**config.mk**
```make
export PLATFORM = sky130hd
export DESIGN_NAME = run_ctrl
export DESIGN_NICKNAME = d
export VERILOG_FILES = /design/src/rtl/run_ctrl.sv
export SDC_FILE = /design/constraint.sdc
export NUM_CORES = 1
export LEC_CHECK = 0
export CAP_MARGIN = 20
export CORE_AREA = 10 10 135 137
export CTS_BUF_LIST = sky130_fd_sc_hd__clkbuf_4 sky130_fd_sc_hd__clkbuf_8
export DETAILED_ROUTE_END_ITERATION = 8
export DIE_AREA = 0 0 145 147
export HOLD_SLACK_MARGIN = 0.05
export PLACE_DENSITY = 0.62
export SETUP_SLACK_MARGIN = 0.15
export SYNTH_ARGS = -nofsm -noshare
export SYNTH_HDL_FRONTEND = slang
export SYNTH_SLANG_ARGS = --single-unit
export TNS_END_PERCENT = 100
```
**constraint.sdc**
```tcl
create_clock -name i_clk -period 3.1 [get_ports i_clk]
set_input_delay 0.62 -clock i_clk [delete_from_list [all_inputs] [get_ports i_clk]]
set_output_delay 0.62 -clock i_clk [all_outputs]
set_load 0.01 [all_outputs]
```
**src/rtl/run_ctrl.sv**
```systemverilog
// Run controller: staggered per-channel core resets, halt/timeout detection on the
// core's retired-PC stream, cycle and instruction counters, restart from DONE.
module run_ctrl #(
  parameter int unsigned NUM_RST     = 2,
  parameter int unsigned RST_HOLD    = 4,
  parameter int unsigned RST_STAGGER = 2,
  parameter int unsigned HALT_REPEAT = 8,
  parameter int unsigned TIMEOUT     = 100000,
  parameter int unsigned PC_W        = 32,
  parameter int unsigned CNT_W       = 32
) (
  input  logic               i_clk,
  input  logic               i_rst_n,
  input  logic               i_start,
  input  logic [PC_W-1:0]    i_pc_debug,
  input  logic               i_insn_vld,
  output logic [NUM_RST-1:0] o_rst_n,
  output logic               o_running,
  output logic               o_done,
  output logic               o_halted,
  output logic               o_timeout,
  output logic [CNT_W-1:0]   o_cycle_cnt,
  output logic [CNT_W-1:0]   o_insn_cnt
);

  localparam int unsigned C_LAST = RST_HOLD + (NUM_RST - 1) * RST_STAGGER;
  localparam int unsigned SEQ_W  = $clog2(C_LAST + 1);
  localparam int unsigned REP_W  = $clog2(HALT_REPEAT + 1);

  typedef enum logic [1:0] {
    ST_SEQ  = 2'd0,
    ST_RUN  = 2'd1,
    ST_DONE = 2'd2
  } state_e;

  state_e             state_q, state_d;
  logic [SEQ_W-1:0]   seq_cnt_q, seq_cnt_d;
  logic [NUM_RST-1:0] rst_n_q, rst_n_d;
  logic               running_q, running_d;
  logic               done_q, done_d;
  logic               halted_q, halted_d;
  logic               timeout_q, timeout_d;
  logic [CNT_W-1:0]   cycle_cnt_q, cycle_cnt_d;
  logic [CNT_W-1:0]   insn_cnt_q, insn_cnt_d;
  logic [REP_W-1:0]   rep_q, rep_d;
  logic [PC_W-1:0]    last_pc_q, last_pc_d;
  logic               pc_vld_q, pc_vld_d;

  logic [CNT_W-1:0]   cyc_inc_c;
  logic [CNT_W-1:0]   insn_inc_c;
  logic [REP_W-1:0]   rep_nxt_c;
  logic               halt_hit_c;
  logic               tmo_hit_c;

  // Saturating increments and the halt/timeout conditions for this edge.
  always_comb begin
    cyc_inc_c  = (cycle_cnt_q == '1) ? cycle_cnt_q : cycle_cnt_q + CNT_W'(1);
    insn_inc_c = (insn_cnt_q == '1) ? insn_cnt_q : insn_cnt_q + CNT_W'(1);
    rep_nxt_c  = (pc_vld_q && (i_pc_debug == last_pc_q)) ? rep_q + REP_W'(1) : REP_W'(1);
    halt_hit_c = i_insn_vld && (rep_nxt_c == REP_W'(HALT_REPEAT));
    tmo_hit_c  = (cyc_inc_c == CNT_W'(TIMEOUT));
  end

  // State register.
  always_ff @(posedge i_clk) begin
    if (!i_rst_n) state_q <= ST_SEQ;
    else          state_q <= state_d;
  end

  // Next-state logic.
  always_comb begin
    state_d = state_q;
    case (state_q)
      ST_SEQ:  if (seq_cnt_q == SEQ_W'(C_LAST)) state_d = ST_RUN;
      ST_RUN:  if (halt_hit_c || tmo_hit_c) state_d = ST_DONE;
      ST_DONE: if (i_start) state_d = ST_SEQ;
      default: state_d = ST_SEQ;
    endcase
  end

  // Output / datapath next values; everything holds unless the state says otherwise.
  always_comb begin
    seq_cnt_d   = seq_cnt_q;
    rst_n_d     = rst_n_q;
    halted_d    = halted_q;
    timeout_d   = timeout_q;
    cycle_cnt_d = cycle_cnt_q;
    insn_cnt_d  = insn_cnt_q;
    rep_d       = rep_q;
    last_pc_d   = last_pc_q;
    pc_vld_d    = pc_vld_q;
    case (state_q)
      ST_SEQ: begin
        if (seq_cnt_q != SEQ_W'(C_LAST)) seq_cnt_d = seq_cnt_q + SEQ_W'(1);
        for (int unsigned k = 0; k < NUM_RST; k++) begin
          if (32'(seq_cnt_d) >= RST_HOLD + k * RST_STAGGER) rst_n_d[k] = 1'b1;
        end
      end
      ST_RUN: begin
        cycle_cnt_d = cyc_inc_c;
        if (i_insn_vld) begin
          insn_cnt_d = insn_inc_c;
          rep_d      = rep_nxt_c;
          last_pc_d  = i_pc_debug;
          pc_vld_d   = 1'b1;
        end
        halted_d  = halt_hit_c;
        timeout_d = tmo_hit_c && !halt_hit_c;
      end
      ST_DONE: begin
        // Restart: cores go back into reset and the run starts from a clean slate.
        if (i_start) begin
          seq_cnt_d   = '0;
          rst_n_d     = '0;
          halted_d    = 1'b0;
          timeout_d   = 1'b0;
          cycle_cnt_d = '0;
          insn_cnt_d  = '0;
          rep_d       = '0;
          last_pc_d   = '0;
          pc_vld_d    = 1'b0;
        end
      end
      default: ;
    endcase
    running_d = (state_d == ST_RUN);
    done_d    = (state_d == ST_DONE);
  end

  // Datapath and output registers.
  always_ff @(posedge i_clk) begin
    if (!i_rst_n) begin
      seq_cnt_q   <= '0;
      rst_n_q     <= '0;
      running_q   <= 1'b0;
      done_q      <= 1'b0;
      halted_q    <= 1'b0;
      timeout_q   <= 1'b0;
      cycle_cnt_q <= '0;
      insn_cnt_q  <= '0;
      rep_q       <= '0;
      last_pc_q   <= '0;
      pc_vld_q    <= 1'b0;
    end else begin
      seq_cnt_q   <= seq_cnt_d;
      rst_n_q     <= rst_n_d;
      running_q   <= running_d;
      done_q      <= done_d;
      halted_q    <= halted_d;
      timeout_q   <= timeout_d;
      cycle_cnt_q <= cycle_cnt_d;
      insn_cnt_q  <= insn_cnt_d;
      rep_q       <= rep_d;
      last_pc_q   <= last_pc_d;
      pc_vld_q    <= pc_vld_d;
    end
  end

  assign o_rst_n     = rst_n_q;
  assign o_running   = running_q;
  assign o_done      = done_q;
  assign o_halted    = halted_q;
  assign o_timeout   = timeout_q;
  assign o_cycle_cnt = cycle_cnt_q;
  assign o_insn_cnt  = insn_cnt_q;

endmodule

```
After elaboration in Yosys (flattened, before gate mapping)
Index checks and enable logic that the tools add are counted.
{"block": "op_classes", "n_addsub": 4, "mul": 0, "div": 0, "magnitude_cmp": 2, "eq_ne": 16, "shifts": 0, "muxes": 29, "bitwise": 0, "reduce_logical": 14}
{"op": "32-bit case mux with 2 select lines", "count": 3}
{"op": "32-bit two-way mux", "count": 5}
{"op": "32-bit by 1-bit adder with 32-bit output (second input constant)", "count": 2}
{"op": "32-bit equality test (second input constant)", "count": 2}
{"op": "32-bit by 17-bit equality test with 1-bit output (second input constant)", "count": 1}
{"op": "32-bit equality test", "count": 1}
{"op": "4-bit two-way mux", "count": 3}
{"op": "2-bit inequality test (second input constant)", "count": 5}
{"op": "3-bit two-way mux", "count": 3}
{"op": "3-bit AND reduction", "count": 3}
{"op": "2-bit two-way mux", "count": 4}
{"op": "4-bit case mux with 2 select lines", "count": 1}
{"op": "3-bit greater-or-equal comparator (second input constant)", "count": 2}
{"op": "1-bit case mux with 2 select lines", "count": 3}
{"op": "2-bit case mux with 3 select lines", "count": 1}
{"op": "3-bit case mux with 2 select lines", "count": 1}
{"op": "4-bit by 1-bit adder with 4-bit output (second input constant)", "count": 1}
{"op": "2-bit by 1-bit equality test with 1-bit output (second input constant)", "count": 2}
{"op": "2-bit equality test (second input constant)", "count": 2}
{"op": "4-bit equality test (second input constant)", "count": 1}
{"op": "1-bit two-way mux", "count": 4}
{"op": "2-bit case mux with 2 select lines", "count": 1}
{"op": "2-bit AND reduction", "count": 2}
{"op": "4-bit AND reduction", "count": 1}
{"op": "other kinds (8)", "count": 11}
{"block": "word_totals", "reg_bits": 112, "latchBits": 0, "ramBits": 0, "rom_bits": 0, "mem_count": 0}

Depth between registers and ports, before layout
{"block": "depth", "ltp_word": 9, "ltp_mapped": 10, "mapped_depth_nobuf": 9}

Least setup slack after synthesis
No wires, ideal clock.
{"block": "synth_timing", "path_type": "flip-flop to flip-flop", "start": "reg cycle_cnt_q[0], in the netlist o_cycle_cnt[0]", "end": "reg done_q, in the netlist o_done", "setup_ns": 0.087, "arrival_ns": 2.763, "t_required_ns": 3.013, "path_slack_ns": 0.250, "stages_incl_launch_ff": 10, "path_buffers": 0, "synth_period_minus_slack_ns": 2.850, "path_cell_list": "dfxtp_1 ha_1 nand4_1 nor4_1 a211oi_4 a211o_2 a22oi_1 nand4_1 or4_4 o31ai_1"}
{"block": "synth_between", "elab_chain_len": 7, "word_cells_on_any_way": 8}
{"element": "start, declared", "line_no": "43", "source": "logic [CNT_W-1:0] cycle_cnt_q, cycle_cnt_d;"}
{"element": "start signal, assigned", "line_no": "151", "source": "cycle_cnt_q <= cycle_cnt_d;"}
{"element": "32-bit by 1-bit adder with 32-bit output or 32-bit equality test (tied branches)", "line_no": "57", "source": "cyc_inc_c = (cycle_cnt_q == '1) ? cycle_cnt_q : cycle_cnt_q + CNT_W'(1);"}
{"element": "32-bit two-way mux *", "line_no": "57"}
{"element": "32-bit by 17-bit equality test with 1-bit output *", "line_no": "61", "source": "tmo_hit_c = (cyc_inc_c == CNT_W'(TIMEOUT));"}
{"element": "1-bit logical OR *", "line_no": "75", "source": "ST_RUN: if (halt_hit_c || tmo_hit_c) state_d = ST_DONE;"}
{"element": "2-bit two-way mux *", "line_no": "75"}
{"element": "2-bit case mux with 3 select lines *", "line_no": "73", "source": "case (state_q)"}
{"element": "2-bit equality test *", "line_no": "127", "source": "done_d = (state_d == ST_DONE);"}
{"element": "end signal, assigned", "line_no": "148", "source": "done_q <= done_d;"}
{"element": "end, declared", "line_no": "40", "source": "logic done_q, done_d;"}
Mark *: on every way between the ends. The rest lies on a longest branch, timed or not.
A chain may end at the register's enable or synchronous reset.

Final worst setup path
{"block": "layout_timing", "start": "reg cycle_cnt_q[6], in the netlist o_cycle_cnt[6]", "end": "reg state_q[1]"}
{"block": "layout_between", "elab_chain_len": 6, "word_cells_on_any_way": 7}
{"element": "32-bit by 1-bit adder with 32-bit output or 32-bit equality test (tied branches)", "line_no": "57"}
{"element": "32-bit two-way mux *", "line_no": "57"}
{"element": "32-bit by 17-bit equality test with 1-bit output *", "line_no": "61"}
{"element": "1-bit logical OR *", "line_no": "75"}
{"element": "2-bit two-way mux *", "line_no": "75"}
{"element": "2-bit case mux with 3 select lines *", "line_no": "73"}
{"element": "end signal, assigned", "line_no": "67", "source": "else state_q <= state_d;"}
{"element": "end, declared", "line_no": "36", "source": "state_e state_q, state_d;"}
Marks and branches as above.

==> metrics.cfg <==
[status]
status=complete, no violations

[sta]
setup_slack_ps=227
relSlewSlack_pct=31.7
hold_viol=0
rsz0062_at_grt=no
min_period_over_period_pct=92.7
layout_min_cycle_time_ps=2870
finClkSkew_ps=11.8
setup_violations=0
clock.fmax_mhz=348
slew_viol_final=0
tightest_slew_ps=1020
whs_ps=479
tns_ps=0

[clock_network]
cts_tree=done
htree_levels=3
cts_buffers=9
clkTransAtPathRegs_ps=120
clkSinkCount=112
clockBufferDepth=2
cts_hold_buf=0
clock_latency_ps=400
root_buffer=clkbuf_8

[route]
viasPerCell=5.54
via_count=6089
routed_wl_mm=19.3
postRouteAntennaNets=0
wl_per_cell_um=17.6
drc_errors=0
dr.pass1.iters=5
drt_iter0_drc=520

[layout]
n_fill_cell=1503
regArea_um2=2260
num_antenna_cells=0
multi_input_area_um2=3670
mostFrequentLayoutCell=nor2_1
area_growth_pct=29.4
drive_gt1_share_pct=11.6
final_cell_mix=nor2_1 (130), clkdlybuf4s50_1 (105), dfxtp_1 (103), nand2_1 (61), xor2_1 (57)
fin_nets=919

[power_and_ir_drop]
powerDensity_nw_per_um2=322
pwr-share-comb_pct=6.6
switching_share_pct=26.9
p_int_uw=1850
p_clk_share_pct=35.7
leakage_uw=0.00279
ir_worst_vdd_v=0.000195
seqPwrFrac_pct=57.7
netSwitchingPower_uw=678
power_uw=2520

[floorplan]
die_h_um=147
fp.dieW_um=145
fp.dieArea_um2=21300
core_area_um2=15600
start_util_pct=38.8
io_pins=106
rows=46

[synth]
mappedNetlistArea_um2=6050
synthFlopType=dfxtp_1
syn_nets=798
ys_types=64
ys_async_sr_fraction_pct=0
synth_seq_cells=112
synth_edf_count=0
syn_inst=757
seq_area_frac_synth_pct=37.0
synth.yosys.warnings=0
avgSynthCellArea_um2=8.00

[global_route]
use_met1_pct=20.3
busiest_layer=met2
grt_util_met2_pct=30.8
grt-ovfl-total=0
grt_pass1_wl_mm=30.9
grt_max_degree=36
use_met3_pct=3.99
track_usage_pct=17.4
grt_pass1_vias=6040
antenna_found_initial=1

[placement]
io_buffers=105
pre_cts_ws_ps=83.6
gp_congestion=0.908
hpwl_mm=14.5

[setup_path]
critPathCaptureType=flop
path_class=flop to flop
startpoint_type=flop
critPathRequiredTime_ps=3420
crit_fanout=8
arrival_ps=3190

[run]
drv_cap=0

[min_path]
holdCritPathClass=flop to flop

-- registers in the layout (all words and copies together) (netlist names), 2 cells and up --
register and cells:
o_rst_n 2, state_q 2, seq_cnt_q 3, last_pc_q 32
o_insn_cnt 32, o_cycle_cnt 32, rep_q 4
-- what timing repair did --
action,4_1_cts,5_1_grt
resized for setup,5,16
setup endpoints to repair,5,5
pin swaps,0,2
buffers inserted,1,3
-- critical path, cell delays in order (launching register included) --
cell      delay [ps]
dfxtp_1          500
nand3_4          210
or4_4            610
a211oi_4         250
buf_4            180
xnor2_1          140
o211ai_1         150
or4_4            540
o31ai_2          190
-- cell families after synthesis --
group	synth area share (%)
adders and majority gates	1.03
DFF	37.0
AOI/OAI and AO/OA	16.4
xor gates and xnor gates	11.3
muxes	0.682
buffers and inverters	3.39
and+or+nand+nor	30.2
-- path summary, 6_finish.rpt --
check / from / to / slack [ps] / cells after the start
max reg2reg: o_cycle_cnt[6] / state_q[1] / 230 / 8
min: o_rst_n[0] / o_rst_n[0] / 480 / 2
min reg2reg: o_rst_n[0] / o_rst_n[0] / 480 / 2
max: o_cycle_cnt[6] / state_q[1] / 230 / 8
-- routing by layer --
metal	routed length (µm)	part of all wire, %
met2	9610	50
met5	13	0.067
met1	8210	42
met3	1140	5.9
met4	366	1.9
-- synthesized netlist by cell type (all sizes together), types with 6 or more instances --
master / instances / area (µm²)
and3: 16 / 101
inv: 6 / 22.5
nor2: 132 / 495
nor3: 13 / 65.1
buf: 12 / 55.1
clkbuf: 32 / 124
a22oi: 34 / 255
a311oi: 8 / 70.1
nand4: 35 / 234
xor2: 57 / 499
and4: 9 / 78.8
dfxtp: 112 / 2240
a21oi: 39 / 195
xnor2: 21 / 184
nand2: 61 / 229
nand3: 34 / 183
nor4: 26 / 199
o21ai: 25 / 125
and2: 7 / 43.8
a211oi: 6 / 57.6
-- through the flow --
stage | cells | utilization, % | cell area (µm²)
6_report | 1099 | 50.2 | 7840
5_1_grt | 1099 | 50.2 | 7840
4_1_cts | 1096 | 49.8 | 7760
3_5_place_dp | 1079 | 48.3 | 7540
3_3_place_gp | 1079 | 48.3 | 7540
2_1_floorplan | 757 | - | 6050
-- power groups by stage --
| stage | Clock (µW) | Combinational [µW] | Sequential [µW] |
|---|---|---|---|
| 2_1_floorplan | 0 | 75.7 | 1490 |
| 3_3_place_gp | 0 | 165 | 1490 |
| 3_5_place_dp | 0 | 168 | 1490 |
| 4_1_cts | 926 | 169 | 1460 |
| 5_1_grt | 989 | 184 | 1460 |
| 6_report | 901 | 167 | 1460 |
-- area by class of cell --
cell class                 instances  area share, %
sequential                       112           28.8
clock buffer                       9           1.58
timing repair buffer             154           18.1
multi-input combinational        594           46.8
tap                              216           3.45
inverter                           7          0.335
clock inverter                     7          0.926
(Power assumes the default switching activity.)
